$ cat src/rtl/modport_fifo_pkg.sv
// Shared defaults, status flag bundle and occupancy decode for modport_fifo.
// Latency: none (types, constants and a pure function only).
// Backpressure: none (no datapath in this file).
package modport_fifo_pkg;

    localparam int DATA_W_DEF = 8;
    localparam int DEPTH_DEF  = 16;
    localparam int PTR_W      = $clog2(DEPTH_DEF);

    // All occupancy-derived status bits travel together.
    typedef struct packed {
        logic full;
        logic empty;
        logic alm_full;
        logic alm_empty;
    } fifo_stat_t;

    // Turns an occupancy value into the four status flags.
    function automatic fifo_stat_t decode_stat(
        input int occ,
        input int depth,
        input int afull_lvl,
        input int aempty_lvl
    );
        fifo_stat_t s;
        s.full      = (occ == depth);
        s.empty     = (occ == 0);
        s.alm_full  = (occ >= afull_lvl);
        s.alm_empty = (occ <= aempty_lvl);
        return s;
    endfunction

endpackage

$ cat src/rtl/modport_fifo_mem.sv
// Simple dual-port register array: one synchronous write port, one combinational read port.
// Latency: write lands on the clock edge; read data follows rd_addr with no clock.
// Backpressure: none; the caller decides when a write is legal.
module modport_fifo_mem
    import modport_fifo_pkg::*;
#(
    parameter int DATA_W = DATA_W_DEF,
    parameter int DEPTH  = DEPTH_DEF,
    parameter int ADDR_W = $clog2(DEPTH)
) (
    input  logic              clk,
    input  logic              wr_en,
    input  logic [ADDR_W-1:0] wr_addr,
    input  logic [DATA_W-1:0] wr_dat,
    input  logic [ADDR_W-1:0] rd_addr,
    output logic [DATA_W-1:0] rd_dat
);

    logic [DATA_W-1:0] mem_q [DEPTH];

    // Storage is deliberately not reset; occupancy tracking makes stale words unreachable.
    always_ff @(posedge clk) begin
        if (wr_en) begin
            mem_q[wr_addr] <= wr_dat;
        end
    end

    assign rd_dat = mem_q[rd_addr];

endmodule

$ cat src/rtl/modport_fifo.sv
// Single-clock FIFO with full/empty and programmable almost-full/almost-empty flags.
// Latency: read data registered, valid one edge after an accepted read; flags follow the registered count.
// Backpressure: writes while full (without a read) and reads while empty are silently dropped.
module modport_fifo
    import modport_fifo_pkg::*;
#(
    parameter int DATA_W     = DATA_W_DEF,
    parameter int DEPTH      = DEPTH_DEF,
    parameter int AFULL_LVL  = 12,
    parameter int AEMPTY_LVL = 4
) (
    input  logic              clk,
    input  logic              reset,
    input  logic [DATA_W-1:0] i_wrdata,
    input  logic              i_wren,
    input  logic              i_rden,
    output logic [DATA_W-1:0] o_rddata,
    output logic              o_full,
    output logic              o_empty,
    output logic              o_alm_full,
    output logic              o_alm_empty
);

    localparam int ADDR_W = $clog2(DEPTH);
    localparam int CNT_W  = ADDR_W + 1;

    logic [ADDR_W-1:0] wr_ptr;
    logic [ADDR_W-1:0] rd_ptr;
    logic [CNT_W-1:0]  count;
    logic [DATA_W-1:0] mem_rd_dat;
    logic              wr_acc;
    logic              rd_acc;
    fifo_stat_t        stat;

    // When full, a simultaneous read frees the slot the write fills.
    // When empty, there is no bypass: the read is simply ignored.
    assign rd_acc = i_rden & ~o_empty;
    assign wr_acc = i_wren & (~o_full | i_rden);

    modport_fifo_mem #(
        .DATA_W (DATA_W),
        .DEPTH  (DEPTH),
        .ADDR_W (ADDR_W)
    ) u_mem (
        .clk     (clk),
        .wr_en   (wr_acc),
        .wr_addr (wr_ptr),
        .wr_dat  (i_wrdata),
        .rd_addr (rd_ptr),
        .rd_dat  (mem_rd_dat)
    );

    // Pointer advance; both wrap naturally at DEPTH since DEPTH is a power of two.
    always_ff @(posedge clk or negedge reset) begin
        if (!reset) begin
            wr_ptr <= '0;
            rd_ptr <= '0;
        end else begin
            if (wr_acc) wr_ptr <= wr_ptr + ADDR_W'(1);
            if (rd_acc) rd_ptr <= rd_ptr + ADDR_W'(1);
        end
    end

    // Occupancy: +1 on write-only, -1 on read-only, unchanged on both or neither.
    always_ff @(posedge clk or negedge reset) begin
        if (!reset) begin
            count <= '0;
        end else begin
            case ({wr_acc, rd_acc})
                2'b10:   count <= count + CNT_W'(1);
                2'b01:   count <= count - CNT_W'(1);
                default: count <= count;
            endcase
        end
    end

    // Registered read data; holds its value when no read is accepted.
    always_ff @(posedge clk or negedge reset) begin
        if (!reset) begin
            o_rddata <= '0;
        end else if (rd_acc) begin
            o_rddata <= mem_rd_dat;
        end
    end

    // Flags decoded from the registered count only, so they lag the transfer by one edge.
    always_comb begin
        stat = decode_stat(int'(count), DEPTH, AFULL_LVL, AEMPTY_LVL);
    end

    assign o_full      = stat.full;
    assign o_empty     = stat.empty;
    assign o_alm_full  = stat.alm_full;
    assign o_alm_empty = stat.alm_empty;

endmodule

$ cat config.mk
export PLATFORM = sky130hd
export DESIGN_NAME = modport_fifo
export DESIGN_NICKNAME = d
export VERILOG_FILES = /design/src/rtl/modport_fifo_pkg.sv /design/src/rtl/modport_fifo_mem.sv /design/src/rtl/modport_fifo.sv
export SDC_FILE = /design/constraint.sdc
export NUM_CORES = 1
export LEC_CHECK = 0
export CELL_PAD_IN_SITES_DETAIL_PLACEMENT = 1
export CELL_PAD_IN_SITES_GLOBAL_PLACEMENT = 1
export CORE_MARGIN = 2
export CORE_UTILIZATION = 48
export CTS_CLUSTER_DIAMETER = 150
export DETAILED_ROUTE_END_ITERATION = 8
export MAX_ROUTING_LAYER = met4
export PLACE_DENSITY = 0.87
export SLEW_MARGIN = 20
export SYNTH_ARGS = -nofsm -noshare
export SYNTH_HDL_FRONTEND = slang
export SYNTH_HIERARCHICAL = 1
export SYNTH_SLANG_ARGS = --single-unit
$ cat constraint.sdc
create_clock -name clk -period 2.9 [get_ports clk]
set_clock_uncertainty 0.1 [all_clocks]
set_input_delay 0.29 -clock clk [delete_from_list [all_inputs] [get_ports clk]]
set_output_delay 0.29 -clock clk [all_outputs]
set_load 0.02 [all_outputs]
==> Implementation_results.wiki <==
{| class="wikitable"
! Metric !! Value
|-
| # rows || 41
|-
| Tightest Pin Transition || 0.723 ns
|-
| Mapped Cells || 313
|-
| Placer Congestion || 0.767
|-
| Signed area change from the synthesized netlist to the final layout || 19.3%
|-
| Cts bufs inserted || 17
|-
| Area leader, netlist || sky130_fd_sc_hd__edfxtp_1
|-
| Worst Setup SP || count[2]$_DFFE_PN0P_
|-
| Clock transition at the register clock pins on the worst setup and hold paths after CTS || 0.06 ns
|-
| Worst endpoint data arrival time || 3.01 ns
|-
| Max clock buf depth || 2
|-
| Worst setup path endpoint || count[4]$_DFFE_PN0P_
|-
| Most area-consuming cells after synthesis || sky130_fd_sc_hd__edfxtp_1, sky130_fd_sc_hd__dfrtp_1, sky130_fd_sc_hd__mux4_2
|-
| Mean instance size in the synthesized netlist || 19.5 µm²
|-
| Required time of the critical path || 3.10 ns
|-
| Post-route design area || 7270 µm²
|-
| Dominant register cell in the synthesized netlist || sky130_fd_sc_hd__edfxtp_1
|-
| Starting DRC count in detailed routing || 249
|-
| Clock period minus worst slack || 2.82 ns
|-
| HP Class || primary input to asynchronous set/reset pin
|-
| Final HPWL DP || 8760 µm
|-
| Number of buffers added to fix hold violations after cts || 0
|-
| Critical path launch point type || flip-flop
|-
| Post-detailed-route count of antenna-violating nets || 0
|-
| Final Non-Filler Cells || 554
|-
| H-Tree Level Count || 4
|-
| Share of the yosys chip area belonging to registers || 71.7%
|-
| Via total after detailed routing || 3136
|-
| Core region area || 12500 µm²
|-
| DR vias/cell || 5.66
|-
| Wire length of the first global-routing pass || 20600 µm
|-
| Setup violation total in the final timing report || 0
|-
| Yosys cell types || 42
|-
| Die Footprint || 13600 µm²
|-
| Register bit total from synthesis || 149
|-
| Area share of the largest cell type after synthesis || 63.1%
|-
| Endpoint kind of the worst setup timing path || flip-flop
|-
| Ranking of synthesized cells by instance count || sky130_fd_sc_hd__edfxtp_1, sky130_fd_sc_hd__dfrtp_1, sky130_fd_sc_hd__mux4_2, sky130_fd_sc_hd__a22oi_1
|-
| Number of nets in the layout || 388
|-
| Fill cell instance count of the final layout || 1131
|-
| Maximum number of pins on one net before global-route repair || 36
|-
| # diodes || 0
|-
| Final wirelength || 13600 µm
|-
| Maximum operating frequency || 355 MHz
|-
| Start of the worst register-to-register path || count[2]$_DFFE_PN0P_
|-
| TritonCTS clock tree || built
|-
| Result of the run || complete, no violations
|-
| Number of port buffers || 23
|-
| Placed Cells incl. Taps || 521
|-
| Cell area reported after detailed placement || 6660 µm²
|-
| Total negative setup slack || 0 ns
|-
| Chip width || 117 µm
|-
| Aggregate global routing overflow || 0
|-
| Async SR Flop Fraction || 14.1%
|-
| Minimum hold slack || 0.186 ns
|-
| Share of post-route cells with drive strength above 1 || 25.9%
|-
| Final routed DRC violation total || 0
|-
| Slew margin rel. || 51.7%
|-
| Initial antenna violation count || 0
|-
| Power density over the cells || 1030 nW/µm²
|-
| Library cell with the highest instance count after synthesis || sky130_fd_sc_hd__edfxtp_1
|-
| Root Buffer || sky130_fd_sc_hd__clkbuf_16
|-
| Clock Sinks || 149
|-
| Largest fanout on the critical path || 10
|-
| Number of warning messages in the yosys log || 6
|-
| Mapped Nets || 332
|-
| Final Power || 7480 µW
|-
| Maximum ir drop on the vdd rail || 466 µV
|-
| Reg-to-Reg End || count[4]$_DFFE_PN0P_
|-
| Chip Height || 117 µm
|-
| Final max-slew violation count || 0
|-
| Number of failing hold endpoints at the final stage || 0
|-
| Top-Level Pins || 24
|-
| Count of TritonRoute iterations in the first routing pass || 4
|-
| Static power due to leakage || 0.00250 µW
|-
| Starting Density || 48.7%
|-
| Final period util || 97.1%
|-
| Number of enable-type register cells in the synthesized netlist || 128
|-
| GRT Overall Usage || 22.7%
|-
| Insertion delay of the later-clocked pin in the worst-skew pair || 0.42 ns
|-
| Max-cap violation count || 0
|-
| R2R Setup Slk || 0.08 ns
|-
| Critical path start-end classification || flip-flop to flip-flop
|-
| Routed wire length per instance || 24.5 µm
|-
| Cells on worst reg2reg path || 8
|-
| Via count of the first global-routing pass || 3358
|-
| Netlist Area Pre-Place || 6090 µm²
|}
==> worst max-delay path: stages (launching register included) <==
cell                       delay (ns)
sky130_fd_sc_hd__dfrtp_2         0.45
sky130_fd_sc_hd__or4_4           0.56
sky130_fd_sc_hd__o21ai_2         0.15
sky130_fd_sc_hd__inv_1           0.09
sky130_fd_sc_hd__ha_4            0.21
sky130_fd_sc_hd__ha_4            0.25
sky130_fd_sc_hd__or4b_2          0.63
sky130_fd_sc_hd__o311ai_0        0.13
sky130_fd_sc_hd__o211ai_1        0.12
==> registers in the layout (all words and copies together) (netlist names) <==
signal	flops
count	5
u_mem/mem_q	128
rd_ptr	4
wr_ptr	4
o_rddata	8
==> power by group <==
part | switching (µW) | leakage (µW) | internal (µW)
sequential | 258 | 0.00140 | 2690
combinational | 1240 | 0.000817 | 1120
clock | 839 | 0.000284 | 1340
total | 2330 | 0.00250 | 5150
==> routing by layer <==
metal,global-route usage [%],share of wire [%],wire length (µm),up-vias
li1,-,-,-,1396
met1,28.0,42,5640,1669
met2,37.1,54,7370,63
met3,5.45,3.1,422,8
met4,7.92,0.88,119,0
met5,-,0,0,-
==> final cells by class <==
cell class                 count  area [µm²]  area share [%]
clock buffer                  17         425            5.85
clock inverter                15         163            2.24
inverter                       4        15.0           0.207
multi-input combinational    147        1630            22.5
sequential                   149        4370            60.2
tap                          172         215            2.96
timing repair buffer          50         445            6.13
==> timing repair <==
action	4_1_cts	5_1_grt
buffers inserted	0	1
resized for setup	1	3
endpoints found under the setup margin	1	2
==> through the flow <==
step	utilization, %	worst slack [ns]
2_1_floorplan	-	0.0214
6_report	58.1	0.0841
4_1_cts	57.9	0.0345
3_3_place_gp	53.2	0.151
3_5_place_dp	53.2	0.0500
5_1_grt	58.1	-0.00279
==> how the worst min path moves through the flow <==
stage	end	slack, ns	depth (start not counted)
CTS	o_rddata[7]$_DFFE_PN0P_	0.18	1
global placement	o_rddata[0]$_DFFE_PN0P_	0.39	1
finish	o_rddata[3]$_DFFE_PN0P_	0.19	1
floorplan	count[0]$_DFFE_PN0P_	-0.11	0
detailed placement	o_rddata[1]$_DFFE_PN0P_	0.40	1
global route	wr_ptr[2]$_DFFE_PN0P_	0.23	1
==> cell families (layout without fill, tap and decap cells) <==
group                      after synthesis  in the layout  synth area share [%]
adders and majority gates                7              7                  1.56
AOI/OAI and AO/OA                       33             33                  3.86
and+or+nand+nor                         55             55                  4.85
muxes                                   44             44                  14.9
DFF                                    149            149                  71.7
xor gates and xnor gates                 8              8                  1.15
buffers and inverters                   17             86                  1.99
==> layout by cell type (no fill, tap or decap), types with 12 or more instances in the layout <==
cell	instances
sky130_fd_sc_hd__buf_4	26
sky130_fd_sc_hd__dfrtp_1	18
sky130_fd_sc_hd__a22oi_1	16
sky130_fd_sc_hd__clkdlybuf4s50_1	23
sky130_fd_sc_hd__mux2_2	12
sky130_fd_sc_hd__mux4_1	14
sky130_fd_sc_hd__clkbuf_16	17
sky130_fd_sc_hd__edfxtp_1	128
sky130_fd_sc_hd__mux4_2	18
sky130_fd_sc_hd__nor2_1	14
Note: power is estimated with default switching activity, not from simulation.
==> RTL edit: new RTL, same flow settings <==
Set the package constant `DATA_W_DEF` to 10 (it was 8).
--- a/src/rtl/modport_fifo_pkg.sv
+++ b/src/rtl/modport_fifo_pkg.sv
@@ -3,7 +3,7 @@
 // Backpressure: none (no datapath in this file).
 package modport_fifo_pkg;
 
-    localparam int DATA_W_DEF = 8;
+    localparam int DATA_W_DEF = 10;
     localparam int DEPTH_DEF  = 16;
     localparam int PTR_W      = $clog2(DEPTH_DEF);
 
Interface: changed (resized i_wrdata and o_rddata); port bits go from 24 to 28. The function was not compared with the original's and may differ.
==> RTL edit against the original RTL <==
- wire length is 22% higher
- worst setup slack is essentially flat
- design area up 18%
- largest cell class unchanged
- critical path type unchanged
- total power rose by 16%
- area after synthesis rose by 21%
- sequential cell count up 34
- critical endpoint unchanged
==> RTL edit: results <==
outcome:
  status: "complete, no violations"
finish:
  fillers: 1314
  num-nets-final: 446
  reg.largest.list: "u_mem/mem_q: 160 flops, o_rddata: 10 flops, count: 5 flops"
  n_antenna_cell: 0
  drive_above_1_share_pct: 24.77
synth:
  synth_area_per_cell_um2: 20.22
  synth_edf_count: 160
  synth_common_cells: "edfxtp_1, mux4_2, dfrtp_1"
  synth_seq_area_share_pct: 72.91
  ys_top_cells_by_area: "edfxtp_1, mux4_2, dfrtp_1, mux4_1, a22oi_1"
  synth_top_area_share_pct: 65.11
  yosys.cell_types.count: 44
  async_flop_share_pct: 12.57
  syn_nets: 386
detailed_routing:
  wl_met1_um: 6758
  drtPass1Iterations: 5
  top_layer: "met4"
  drt-initial-drc-count: 354
  wl_met2_um: 8432
  routed_wl_um: 16470
  vias_per_cell: 6.051
  dr_total_vias: 3776
  dr_wl_met3_um: 742
setup_path:
  cp_max_fo: 10
  reg2reg_depth: 8
  r2r-end: "count[4]"
  worstSetupPathType: "flop to flop"
  r2r_slack_ns: 0.08
  critPathArrivalTime_ns: 3.02
  crit-reg2reg-launch: "count[3]"
global_routing:
  grt_pass1_vias: 4169
  use_met2_pct: 36.40
  grt_pass1_wl_um: 25610
  grt_max_degree: 44
  use_met1_pct: 28.01
  grt_use_total_pct: 22.55
  gr-total-overflow: 0
  grtUsageMet3_pct: 4.132
clock_tree:
  htree_levels: 4
  clk_latency_ns: 0.43
  ctsResizeCount: 0
  cts_buffers: 17
  post_cts_buffers: 0
  path_clk_slew_ns: 0.06
  root_buffer: "clkbuf_16"
  cts_buffer_depth: 2
place:
  port_buffers: 27
  dpl_cell_area_mm2: 0.008049
  placedCellCount: 593
  place_hpwl_um: 10780
  pre_cts_ws_ns: 0.01566
  place.gp.congestion: 0.7935
min_path:
  min_path_type: "input port to asynchronous set/reset pin"
sta:
  hold_ws_ns: 0.2828
  max_slew_margin_pct: 56.10
  max_freq_mhz: 355.2
pwr:
  p_leak_uw: 0.002930
  vdd_drop_max_mv: 0.5683
## RTL edit: changes by cell type after synthesis, moves of 3 or more
cell,unedited run,this run
buf_2,4,1
mux2_4,0,8
a22oi_1,16,20
edfxtp_1,128,160
mux2_2,12,6
buf_6,4,1
mux4_2,18,28
clkdlybuf4s25_2,3,0
buf_1,1,6
## RTL edit: worst max path at each step
stage          endpoint  cells past startpoint
2_1_floorplan  count[4]                      9
3_3_place_gp   count[4]                      8
3_5_place_dp   count[4]                      8
4_1_cts        count[4]                      8
5_1_grt        count[4]                      8
6_report       count[4]                      8
## RTL edit: final cells by class
type / instances / area, um2 / share of cell area (%)
timing repair buffer: 56 / 523.0 / 6.072
multi-input combinational: 163 / 1898 / 22.04
sequential: 183 / 5383 / 62.49
tap: 188 / 235.2 / 2.731
clock inverter: 12 / 130.1 / 1.511
clock buffer: 18 / 429.2 / 4.983
inverter: 4 / 15.01 / 0.1743
## RTL edit: kinds of logic (layout without fill, tap and decap cells)
logic type | count (synthesis) | in the layout | synth area share (%)
XOR/XNOR | 8 | 8 | 0.9495
AND/OR/NAND/NOR | 57 | 57 | 4.086
buffers and inverters | 19 | 90 | 1.712
adder cells (fa/ha/maj) | 7 | 7 | 1.289
flip-flops | 183 | 183 | 72.91
multiplexers | 54 | 54 | 15.36
AO/OA/AOI/OAI | 37 | 37 | 3.696
## RTL edit: where the power goes
part / leakage, uW / switching (uW) / internal (uW) / total [uW]
clock: 0.000262 / 957 / 1260 / 2210
sequential: 0.00172 / 314 / 3290 / 3600
combinational: 0.000949 / 1460 / 1400 / 2860
## RTL edit: critical path: stages, from the launching register on
cell	delay, ns
dfrtp_2	0.46
or4_4	0.57
o21ai_4	0.17
inv_1	0.08
ha_4	0.21
ha_4	0.25
or4b_2	0.63
o311ai_1	0.11
o211ai_1	0.11
